<file path="src/rtl/instr_store_pkg.sv">
// Shared types and default geometry for the loadable instruction store and its consumers.
package instr_store_pkg;

  localparam int IS_IW    = 8;
  localparam int IS_DEPTH = 32;

  typedef enum logic [1:0] {
    ST_EMPTY   = 2'd0,
    ST_LOADING = 2'd1,
    ST_READY   = 2'd2
  } state_e;

endpackage

</file>
<file path="src/rtl/instr_mem_array.sv">
// DEPTH x IW storage with one write port and a registered, read-enabled read port.
module instr_mem_array #(
  parameter int IW    = 8,
  parameter int DEPTH = 32,
  parameter int AW    = $clog2(DEPTH)
) (
  input  logic          clk_i,
  input  logic          we_i,
  input  logic [AW-1:0] waddr_i,
  input  logic [IW-1:0] wdata_i,
  input  logic          re_i,
  input  logic [AW-1:0] raddr_i,
  output logic [IW-1:0] rdata_o
);

  logic [IW-1:0] mem_q [DEPTH];
  logic [IW-1:0] rdata_q;

  // Contents are deliberately not reset; the read register holds between enabled reads.
  always_ff @(posedge clk_i) begin
    if (we_i) begin
      mem_q[waddr_i] <= wdata_i;
    end
    if (re_i) begin
      rdata_q <= mem_q[raddr_i];
    end
  end

  assign rdata_o = rdata_q;

endmodule

</file>
<file path="src/rtl/instr_store.sv">
// Loadable instruction store: streamed program load, 1-cycle fetch with error responses.
module instr_store
  import instr_store_pkg::*;
#(
  parameter  int IW    = IS_IW,
  parameter  int DEPTH = IS_DEPTH,
  localparam int AW    = $clog2(DEPTH)
) (
  input  logic          clk,
  input  logic          clear,
  input  logic          load_start,
  input  logic          load_valid,
  input  logic [IW-1:0] load_data,
  input  logic          load_last,
  output logic          load_ready,
  input  logic          fetch_req,
  input  logic [AW-1:0] fetch_addr,
  output logic          fetch_valid,
  output logic [IW-1:0] fetch_data,
  output logic          fetch_err,
  output logic [AW:0]   prog_len,
  output logic          truncated,
  output logic          busy
);

  localparam logic [AW:0] DEPTH_W = (AW+1)'(DEPTH);
  localparam logic [AW:0] LAST_W  = (AW+1)'(DEPTH - 1);
  localparam logic [AW:0] ONE_W   = (AW+1)'(1);

  state_e        state_q;
  logic [AW:0]   wr_ptr_q;
  logic [AW:0]   prog_len_q;
  logic          trunc_q;

  logic          fvalid_q;
  logic          ferr_q;
  logic          fzero_q;

  logic          accept;
  logic          fetch_ok;
  logic          rd_en;
  logic [AW:0]   wr_ptr_d;
  logic [IW-1:0] rd_data;

  assign load_ready = (state_q == ST_LOADING) && (wr_ptr_q < DEPTH_W) && !load_start;
  assign accept     = load_valid && load_ready;
  assign wr_ptr_d   = wr_ptr_q + ONE_W;
  assign fetch_ok   = (state_q == ST_READY) && ({1'b0, fetch_addr} < prog_len_q);
  assign rd_en      = fetch_req && fetch_ok;

  // A restart always wins over a beat presented in the same cycle.
  always_ff @(posedge clk or posedge clear) begin
    if (clear) begin
      state_q    <= ST_EMPTY;
      wr_ptr_q   <= '0;
      prog_len_q <= '0;
      trunc_q    <= 1'b0;
    end else if (load_start) begin
      state_q    <= ST_LOADING;
      wr_ptr_q   <= '0;
      prog_len_q <= '0;
      trunc_q    <= 1'b0;
    end else if (accept) begin
      wr_ptr_q <= wr_ptr_d;
      if (load_last) begin
        state_q    <= ST_READY;
        prog_len_q <= wr_ptr_d;
      end else if (wr_ptr_q == LAST_W) begin
        state_q    <= ST_READY;
        prog_len_q <= DEPTH_W;
        trunc_q    <= 1'b1;
      end
    end
  end

  // fzero_q forces the data output to 0 after an error and holds across idle cycles.
  always_ff @(posedge clk or posedge clear) begin
    if (clear) begin
      fvalid_q <= 1'b0;
      ferr_q   <= 1'b0;
      fzero_q  <= 1'b1;
    end else begin
      fvalid_q <= fetch_req;
      ferr_q   <= fetch_req && !fetch_ok;
      if (fetch_req) begin
        fzero_q <= !fetch_ok;
      end
    end
  end

  instr_mem_array #(
    .IW    (IW),
    .DEPTH (DEPTH),
    .AW    (AW)
  ) u_mem (
    .clk_i   (clk),
    .we_i    (accept),
    .waddr_i (wr_ptr_q[AW-1:0]),
    .wdata_i (load_data),
    .re_i    (rd_en),
    .raddr_i (fetch_addr),
    .rdata_o (rd_data)
  );

  assign fetch_valid = fvalid_q;
  assign fetch_err   = ferr_q;
  assign fetch_data  = fzero_q ? '0 : rd_data;
  assign prog_len    = prog_len_q;
  assign truncated   = trunc_q;
  assign busy        = (state_q == ST_LOADING);

endmodule

</file>
<file path="config.mk">
export PLATFORM = sky130hd
export DESIGN_NAME = instr_store
export DESIGN_NICKNAME = d
export VERILOG_FILES = /design/src/rtl/instr_store_pkg.sv /design/src/rtl/instr_mem_array.sv /design/src/rtl/instr_store.sv
export SDC_FILE = /design/constraint.sdc
export NUM_CORES = 1
export LEC_CHECK = 0
export ABC_AREA = 1
export BUFFER_PORTS_ARGS = -buffer_cell sky130_fd_sc_hd__buf_2
export CAP_MARGIN = 10
export CORE_MARGIN = 2
export CORE_UTILIZATION = 39
export CTS_CLUSTER_DIAMETER = 150
export DETAILED_ROUTE_END_ITERATION = 12
export SLEW_MARGIN = 5
export SYNTH_ARGS = -nofsm -noshare
export SYNTH_HDL_FRONTEND = slang
export SYNTH_SLANG_ARGS = --single-unit
</file>
<file path="constraint.sdc">
create_clock -name clk -period 2.1 [get_ports clk]
set_input_delay 0 -clock clk [delete_from_list [all_inputs] [get_ports clk]]
set_output_delay 0 -clock clk [all_outputs]
set_load 0.02 [all_outputs]
</file>
==> results.toml <==
[outcome]
status = "completed"

[cts]
cts_max_level = 1
postCtsResizedCells = 0
clk_pin_slew_ns = 0.06
cts_buffers = 30
cts.sinks = 282
clockBufferDepth = 3
cts_tree = "yes"
post_cts_buffers = 0
clk_latency_ns = 0.54
holdBufCountCts = 8
cts.root.buffer_cell = "clkbuf_16"

[worst_setup_path]
path_class = "flop to flop"
cp_slowest_cell = "dlygate4sd3_1"
critical_path.max_stage_delay_ns = 0.55
cp_num_buf_inv = 2
crit_family = "buffers and inverters"
cp-end-kind = "flop"
path_max_fanout = 4
cp-start-kind = "flop"
path_cells = "ha_1 -> nand2_1 -> inv_1 -> nand2_1 -> o21ai_0 -> a31oi_1 -> nor2_1 -> dlygate4sd3_1"
arrival_ns = 2.33
crit_top_cell = "nand2_1"
crit_required_ns = 2.52
reg2reg_from = "wr_ptr_q[0]$_DFFE_PP0P_"
critPathLaunch = "wr_ptr_q[0]$_DFFE_PP0P_"

[logic_synthesis]
synth-edff-count = 264
async_flop_share = 0.06383
avgSynthCellArea_um2 = 11.28
ys_top_cells_by_count = "nand2_1, edfxtp_1, nand3_1"
synth_most_common_cell = "nand2_1"
yosys_warnings = 0
synth-xor-area-share = 0.001470
yosys.area_share.simple = 0.2283
synth_top_family_by_area = "simple AND/OR/NAND/NOR gates"
synth_cells = 1056
syn_nets = 1083
yosysSeqAreaShare = 0.7032
synth_fa_ha_area_frac = 0.008400
netlist_area_mm2 = 0.01192
ys.flop_type = "edfxtp_1"
yosys_register_bits = 282
yosysTopAreaCell = "edfxtp_1"
ys_types = 26
synth_area_leaders = "edfxtp_1, nand2_1, nand3_1"
synth-compound-area-share = 0.01102
yosysTopAreaCellShare = 0.6653
synth.area.mux_share = 0

[flow_run]
drv_cap = 0

[global_route]
grt_overflow_total = 0
first_global_vias = 7791
grt_start_max_net_pins = 129
track_usage = 0.1880
grt_pass1_wl_um = 45050
antenna_found_initial = 0

[finish]
fill_cells = 2822
drive_above_1_share = 0.1257
seq_area_mm2 = 0.008379
antenna_cells = 0
area_growth_pct = 14.02
multiInputGateArea_mm2 = 0.002969
fin_nets = 1156

[floorplan]
rows = 64
start_util = 0.3926
dieHeight_um = 178.8
die-area_mm2 = 0.03197
io-pin-count = 38
core_mm2 = 0.03035
fp.dieW_um = 178.8

[place]
dp_hpwl_um = 18240
gp_congestion = 0.8176
io_buffers = 37
dp_slack_ns = 0.2955

[routing]
dr.first_iter.drc_count = 694
ant_nets = 0
routedWlPerCell_um = 19.10
routed_via_density = 5.050
drcViolationCount = 0
routed_wl_um = 29460
drt-pass1-iter-count = 5
via_count = 7787

[pwr]
power_density_mw_per_mm2 = 875.7
ir_worst_vdd_uv = 640.3
p_leak_uw = 0.005220

[sta]
min_period_over_period = 0.9057
hold_viol_final = 0
fmax_mhz = 525.7
fin_ws_ns = 0.1979
final.setup.tns_ns = 0
fin_crit_ns = 1.902
clock_skew_ns = 0.007977
setup_viol = 0
slew_violations = 0
fin_hold_ws_ns = 0.02377
rsz0062_at_grt = "no"
slew_headroom = 0.4288
worst_slew_pin_slew_ns = 0.8567

[worst_hold_path]
holdCritStartpoint = "fetch_addr[3]"
hp-class = "primary input to flop"
==> layout make-up <==
class                      instances  area share
inverter                          35    0.009854
timing repair buffer              98     0.05175
sequential                       282      0.6167
clock buffer                      37     0.05875
clock inverter                    12    0.007920
multi-input combinational        682      0.2185
tap                              396     0.03647
==> tightest hold or removal path, cell delays in order <==
cell and delay, ns:
buf_2 0.10, ha_1 0.13, o21ai_0 0.09, o211ai_2 0.09, and2_1 0.12
==> placed cells by master (no fill, tap or decap), types with 4 or more instances in the layout <==
cell type	n
clkbuf_16	31
clkinv_1	4
nand2_1	393
dlygate4sd3_1	8
clkinv_2	5
nand3_1	201
clkbuf_1	6
o21ai_0	8
edfxtp_1	264
inv_1	32
dfrtp_1	17
buf_2	36
nor2_1	52
ha_1	8
o21ai_2	5
buf_4	51
==> final timing paths <==
kind	to	slack, ns	cells after the start
worst max-delay path	truncated$_DFFE_PP0P_	0.20	8
worst min-delay path	fetch_err$_DFF_PP0_	0.02	5
worst max register to register	truncated$_DFFE_PP0P_	0.20	8
worst min register to register	state_q[0]$_DFFE_PP0P_	0.48	2
max in group asynchronous	wr_ptr_q[1]$_DFFE_PP0P_	1.51	3
min in group asynchronous	fetch_valid$_DFF_PP0_	0.13	3
==> through the flow <==
| step | total power [uW] | util | instance area [um^2] | cells |
|---|---|---|---|---|
| after floorplan | 6805 | - | 11920 | 1056 |
| after global placement | 7098 | 0.4152 | 12600 | 1485 |
| after detailed placement | 7102 | 0.4152 | 12600 | 1485 |
| after CTS | 12000 | 0.4477 | 13590 | 1542 |
| after global routing | 12320 | 0.4477 | 13590 | 1542 |
| final | 11900 | 0.4477 | 13590 | 1542 |
==> sequential cells by signal, summed over array words and instances (netlist names) <==
signal,cells
fetch_valid,1
truncated,1
u_mem.mem_q,256
u_mem.rdata_o,8
fetch_err,1
fzero_q,1
wr_ptr_q,6
state_q,2
prog_len,6
==> cells by family after synthesis <==
family / after synthesis
buffers and inverters: 92
AO/OA/AOI/OAI: 19
adder cells (fa/ha/maj): 8
flip-flops: 282
XOR/XNOR: 2
AND/OR/NAND/NOR: 653
==> routing by layer <==
layer	wire length [um]	part of all wire	GRT usage	vias up
li1	-	-	-	3760
met1	13050	0.44	0.2628	3750
met2	14170	0.48	0.3111	235
met3	1730	0.059	0.02757	42
met4	505	0.017	0.04302	0
met5	0	0	0	-
==> power by group <==
part | internal (uW) | leakage, uW | switching, uW | total (uW)
logic | 212 | 0.00217 | 574 | 786
clock network | 2900 | 0.000443 | 2010 | 4900
registers | 6190 | 0.00261 | 21.4 | 6210
(Power assumes the default switching activity.)
